[src/rtl/conv_feeder_pkg.sv]
// Shared types and default geometry for the convolution feeder.
// State encoding, default parameters and a counter-width helper.
package conv_feeder_pkg;

    typedef enum logic [1:0] {
        StIdle  = 2'd0,
        StRun   = 2'd1,
        StDrain = 2'd2,
        StDone  = 2'd3
    } state_e;

    localparam int unsigned DefaultTaps   = 9;
    localparam int unsigned DefaultStride = 1;
    localparam int unsigned DefaultNumOut = 16;
    localparam int unsigned DefaultAddrW  = 12;

    function automatic int unsigned cnt_width(input int unsigned n);
        return (n > 1) ? $clog2(n) : 1;
    endfunction

endpackage

[src/rtl/feeder_addr_gen.sv]
// Tap/output counters and SRAM read-address generation for the feeder.
// The input base address accumulates STRIDE per output, so no multiplier is needed.
module feeder_addr_gen
    import conv_feeder_pkg::*;
#(
    parameter int unsigned TAPS    = DefaultTaps,
    parameter int unsigned STRIDE  = DefaultStride,
    parameter int unsigned NUM_OUT = DefaultNumOut,
    parameter int unsigned ADDR_W  = DefaultAddrW,
    localparam int unsigned OutW   = cnt_width(NUM_OUT)
) (
    input  logic              clock,
    input  logic              reset,
    input  logic              step,
    output logic [ADDR_W-1:0] in_addr,
    output logic [ADDR_W-1:0] wt_addr,
    output logic [OutW-1:0]   out_idx,
    output logic              first_tap,
    output logic              last_tap,
    output logic              last_out
);

    localparam int unsigned TapW = cnt_width(TAPS);
    localparam logic [TapW-1:0]   TapLast = TapW'(TAPS - 1);
    localparam logic [OutW-1:0]   OutLast = OutW'(NUM_OUT - 1);
    localparam logic [ADDR_W-1:0] StrideA = ADDR_W'(STRIDE);

    logic [TapW-1:0]   tap_q, tap_d;
    logic [OutW-1:0]   out_q, out_d;
    logic [ADDR_W-1:0] base_q, base_d;

    assign first_tap = (tap_q == '0);
    assign last_tap  = (tap_q == TapLast);
    assign last_out  = (out_q == OutLast);

    always_comb begin
        tap_d  = tap_q;
        out_d  = out_q;
        base_d = base_q;
        if (step) begin
            if (last_tap) begin
                tap_d = '0;
                // Counters return to zero after the final tap so the next job starts clean.
                if (last_out) begin
                    out_d  = '0;
                    base_d = '0;
                end else begin
                    out_d  = out_q + 1'b1;
                    base_d = base_q + StrideA;
                end
            end else begin
                tap_d = tap_q + 1'b1;
            end
        end
    end

    always_ff @(posedge clock) begin
        if (reset) begin
            tap_q  <= '0;
            out_q  <= '0;
            base_q <= '0;
        end else begin
            tap_q  <= tap_d;
            out_q  <= out_d;
            base_q <= base_d;
        end
    end

    assign in_addr = base_q + ADDR_W'(tap_q);
    assign wt_addr = ADDR_W'(tap_q);
    assign out_idx = out_q;

endmodule

[src/rtl/conv_feeder.sv]
// Convolution feeder: streams tap operand pairs into an external MAC and writes
// each finished accumulation back to the output SRAM.
module conv_feeder
    import conv_feeder_pkg::*;
#(
    parameter int unsigned TAPS    = DefaultTaps,
    parameter int unsigned STRIDE  = DefaultStride,
    parameter int unsigned NUM_OUT = DefaultNumOut,
    parameter int unsigned ADDR_W  = DefaultAddrW
) (
    input  logic              clock,
    input  logic              reset,
    input  logic              start,
    output logic              busy,
    output logic              done,
    output logic [ADDR_W-1:0] in_addr,
    input  logic [15:0]       in_data,
    output logic [ADDR_W-1:0] wt_addr,
    input  logic [15:0]       wt_data,
    output logic [15:0]       a,
    output logic [15:0]       b,
    output logic              clear,
    input  logic [15:0]       mac_msw,
    output logic [ADDR_W-1:0] out_addr,
    output logic [15:0]       out_data,
    output logic              out_we
);

    localparam int unsigned OutW = cnt_width(NUM_OUT);

    state_e state_q, state_d;

    logic              issue;
    logic [ADDR_W-1:0] gen_in_addr, gen_wt_addr;
    logic [OutW-1:0]   gen_idx;
    logic              first_tap, last_tap, last_out;

    // Stage 1 aligns with SRAM data; stage 2 aligns with the registered MAC result.
    logic            v1_q, first1_q, last1_q, end1_q;
    logic [OutW-1:0] idx1_q;
    logic            we2_q, end2_q;
    logic [OutW-1:0] idx2_q;

    assign issue = (state_q == StRun);

    feeder_addr_gen #(
        .TAPS    (TAPS),
        .STRIDE  (STRIDE),
        .NUM_OUT (NUM_OUT),
        .ADDR_W  (ADDR_W)
    ) u_addr_gen (
        .clock     (clock),
        .reset     (reset),
        .step      (issue),
        .in_addr   (gen_in_addr),
        .wt_addr   (gen_wt_addr),
        .out_idx   (gen_idx),
        .first_tap (first_tap),
        .last_tap  (last_tap),
        .last_out  (last_out)
    );

    always_comb begin
        state_d = state_q;
        unique case (state_q)
            StIdle:  if (start) state_d = StRun;
            StRun:   if (last_tap && last_out) state_d = StDrain;
            StDrain: if (end2_q) state_d = StDone;
            StDone:  state_d = StIdle;
            default: state_d = StIdle;
        endcase
    end

    always_ff @(posedge clock) begin
        if (reset) begin
            state_q  <= StIdle;
            v1_q     <= 1'b0;
            first1_q <= 1'b0;
            last1_q  <= 1'b0;
            end1_q   <= 1'b0;
            idx1_q   <= '0;
            we2_q    <= 1'b0;
            end2_q   <= 1'b0;
            idx2_q   <= '0;
        end else begin
            state_q  <= state_d;
            v1_q     <= issue;
            first1_q <= first_tap;
            last1_q  <= last_tap;
            end1_q   <= last_tap && last_out;
            idx1_q   <= gen_idx;
            we2_q    <= v1_q && last1_q;
            end2_q   <= v1_q && last1_q && end1_q;
            idx2_q   <= idx1_q;
        end
    end

    // Control outputs are masked while reset is held so nothing leaks before the flush edge.
    assign busy     = !reset && ((state_q == StRun) || (state_q == StDrain));
    assign done     = !reset && (state_q == StDone);
    assign clear    = !reset && v1_q && first1_q;
    assign out_we   = !reset && we2_q;
    assign in_addr  = reset ? '0 : gen_in_addr;
    assign wt_addr  = reset ? '0 : gen_wt_addr;
    assign out_addr = reset ? '0 : ADDR_W'(idx2_q);

    assign a        = in_data;
    assign b        = wt_data;
    assign out_data = mac_msw;

endmodule

[config.mk]
export PLATFORM = sky130hd
export DESIGN_NAME = conv_feeder
export DESIGN_NICKNAME = d
export VERILOG_FILES = /design/src/rtl/conv_feeder_pkg.sv /design/src/rtl/feeder_addr_gen.sv /design/src/rtl/conv_feeder.sv
export SDC_FILE = /design/constraint.sdc
export NUM_CORES = 1
export LEC_CHECK = 0
export BUFFER_PORTS_ARGS = -buffer_cell sky130_fd_sc_hd__buf_2
export CORE_UTILIZATION = 44
export DETAILED_ROUTE_END_ITERATION = 10
export PLACE_DENSITY = 0.87
export SLEW_MARGIN = 20
export SYNTH_ARGS = -nofsm -noshare
export SYNTH_HDL_FRONTEND = slang
export SYNTH_SLANG_ARGS = --single-unit
[constraint.sdc]
create_clock -name clock -period 2.2 [get_ports clock]
set_clock_uncertainty 0.05 [all_clocks]
set_input_delay 0.11 -clock clock [delete_from_list [all_inputs] [get_ports clock]]
set_output_delay 0.11 -clock clock [all_outputs]
set_load 0.02 [all_outputs]
==> results.json <==
{
  "antenna_found_initial": 0,
  "worst_setup_path_end_kind": "output pin",
  "synthTopCellsByArea": "dfxtp_1 (30%), buf_4 (20%), ha_1 (6.3%), nor2b_1 (6.0%), nor2_1 (4.2%)",
  "fin_nets": 328,
  "ir_drop_mv": 0.3604,
  "wl_per_cell_um": 11.95,
  "syn-cell-area_um2": 2387,
  "synth_seq_area_share_pct": 30.19,
  "wl_um": 4002,
  "crit_chain": "ha_4, fa_2, a21o_1, a21oi_4, o31ai_1, a21oi_1, buf_4",
  "drtIter0Drc": 61,
  "dieArea_um2": 5724,
  "grt_usage_pct": 14.88,
  "fin_crit_ns": 2.173,
  "design_area_um2": 2402,
  "p_leak_nw": 1.029,
  "drive_gt1_share_pct": 28.68,
  "grt_pass1_wl_um": 6320,
  "fillers": 488,
  "ant_nets": 0,
  "grt_max_degree": 21,
  "hold_path_class": "input port to register",
  "total_power_mw": 1.524,
  "cts-root-buf": "clkbuf_8",
  "start_kind": "register",
  "fp.coreArea_um2": 5172,
  "hold_violations": 0,
  "overflow": 0,
  "grt_pass1_vias": 1434,
  "synth_cells": 275,
  "drt_drc_violations_left": 0,
  "ys_types": 48,
  "routabilityCongestion": 0.7362,
  "place_ws_ns": 0.09547,
  "dieHeight_um": 75.66,
  "drt-pass1-iter-count": 4,
  "slew_viol_final": 0,
  "syn_area_per_cell_um2": 8.681,
  "worst-r2r-setup-slack_ns": 0.34,
  "critPathKind": "register to output pin",
  "cts_hold_buf": 0,
  "synth_seq_cells": 36,
  "synth-edff-count": 0,
  "num_vias": 1622,
  "cts_tree": "done",
  "stdcell_count": 335,
  "path_max_fanout": 7,
  "place_area_um2": 2200,
  "synthArstFlopShare_pct": 0,
  "setup_viol": 0,
  "worst-path-buf-inv": 1,
  "status": "complete, no violations",
  "cts_inserted_buffers": 5,
  "pwr_density_cell_nw_per_um2": 634.3,
  "yosys.area.top_type_share_pct": 30.19,
  "cpMaxStageDelayCell": "dfxtp_4",
  "holdWs_ns": 0.1518,
  "maxCapViolCount": 0,
  "ys.flop_type": "dfxtp_1",
  "fin_ws_ns": 0.02728,
  "yosys.area.top_type": "dfxtp_1",
  "cts_buffer_depth": 2,
  "start_util_pct": 46.15,
  "avgViaCountPerCell": 4.842,
  "yosysMostFrequentCell": "buf_4",
  "max_stage_delay_ns": 0.36,
  "rsz0062_at_grt": "true",
  "cp_top_family": "compound AO/OA/AOI/OAI gates",
  "cp.arrival_ns": 2.01,
  "fmax_mhz": 460.3,
  "num_io_pins": 139,
  "ys_warn_count": 0,
  "path_clk_slew_ns": 0.07,
  "dp_cells": 321,
  "netlist_top_cells_count": "buf_4 (65), dfxtp_1 (36), nor2_1 (27)",
  "cts_sinks": 36,
  "fin_setup_tns_ns": 0,
  "hpwl_um": 2700,
  "area_growth_pct": 0.6287,
  "fin_util_pct": 46.44,
  "worstSkewPairLatency_ns": 0.29,
  "required_ns": 2.04,
  "die_w_um": 75.66,
  "port_buffers": 26,
  "core.rowCount": 26,
  "fin_crit_sh_pct": 98.76,
  "antenna_cells": 0,
  "cts_max_level": 2
}
-- cell families (layout without fill, tap and decap cells) --
group           count (synthesis)  in the layout  synth area share (%)
mux                             5              5                 2.306
other cells                     1             16                0.1571
xor+xnor                       15             15                 5.503
compound gates                 28             28                 8.229
fa+ha+maj                      13             13                 7.128
flops                          36             36                 30.19
buf+inv                        81             56                 23.11
simple gates                   96             96                 23.38
-- per-layer routing --
layer  global-route usage, %  up-vias  share of wire (%)
met2                   24.50       52                 47
met3                   5.688       17                6.6
met1                   17.15      746                 44
met4                   6.790        0                2.4
met5                       0        -                  0
li1                        -      807                  -
-- layout make-up --
class	instances	area, um^2	share of cell area, %
tap	70	87.58	3.646
clock buffer	5	68.82	2.865
clock inverter	3	18.77	0.7813
timing repair buffer	40	245.2	10.21
multi-input combinational	173	1222	50.89
sequential	36	729.5	30.36
inverter	8	30.03	1.250
-- worst paths after layout --
path                                      startpoint                    to  depth (start not counted)
worst min-delay path                           start            state_q[0]                          3
worst max register to register            state_q[1]  u_addr_gen.base_q[9]                          7
worst min register to register                end1_q                end2_q                          1
worst max-delay path            u_addr_gen.base_q[0]           in_addr[10]                          7
-- placed cells by master (no fill, tap or decap), types with 3 or more instances in the layout --
master / count
clkbuf_8: 5
nor3_1: 6
a21o_1: 4
buf_4: 18
o21ai_1: 3
ha_1: 9
nor2b_1: 23
nand4_1: 6
xnor2_1: 7
nor2_1: 27
dfxtp_1: 31
nand3_1: 8
conb_1: 16
ha_4: 3
buf_2: 22
xor2_1: 8
mux2_2: 4
nand2_1: 7
dfxtp_2: 4
inv_1: 8
a21oi_1: 9
-- report_power, final --
part / leakage [nW] / switching [mW] / internal (mW) / total [mW]
logic: 0.688 / 0.203 / 0.138 / 0.341
clock network: 0.0479 / 0.246 / 0.220 / 0.466
registers: 0.294 / 0.0288 / 0.688 / 0.717
total: 1.03 / 0.478 / 1.05 / 1.52
-- state kept, by name (all words and copies together), names as in the netlist --
register / cells
end2_q: 1
u_addr_gen.tap_q: 4
end1_q: 1
u_addr_gen.out_idx: 4
v1_q: 1
idx1_q: 4
first1_q: 1
last1_q: 1
we2_q: 1
idx2_q: 4
state_q: 2
u_addr_gen.base_q: 12
-- worst register-to-register path, delay by kind of cell, from the launching register on --
family        cells  cell delay [ns]
flops             1             0.33
fa+ha+maj         1             0.40
simple gates      3             0.54
buf+inv           2             0.29
xor+xnor          1             0.15
-- timing repair --
| action | CTS | global route |
|---|---|---|
| buffers inserted | 5 | 1 |
| pin swaps | 7 | 6 |
| gates resized for setup | 11 | 9 |
| setup endpoints to repair | 6 | 7 |
| gates cloned | 0 | 0 |
Note: power is estimated with default switching activity, not from simulation.
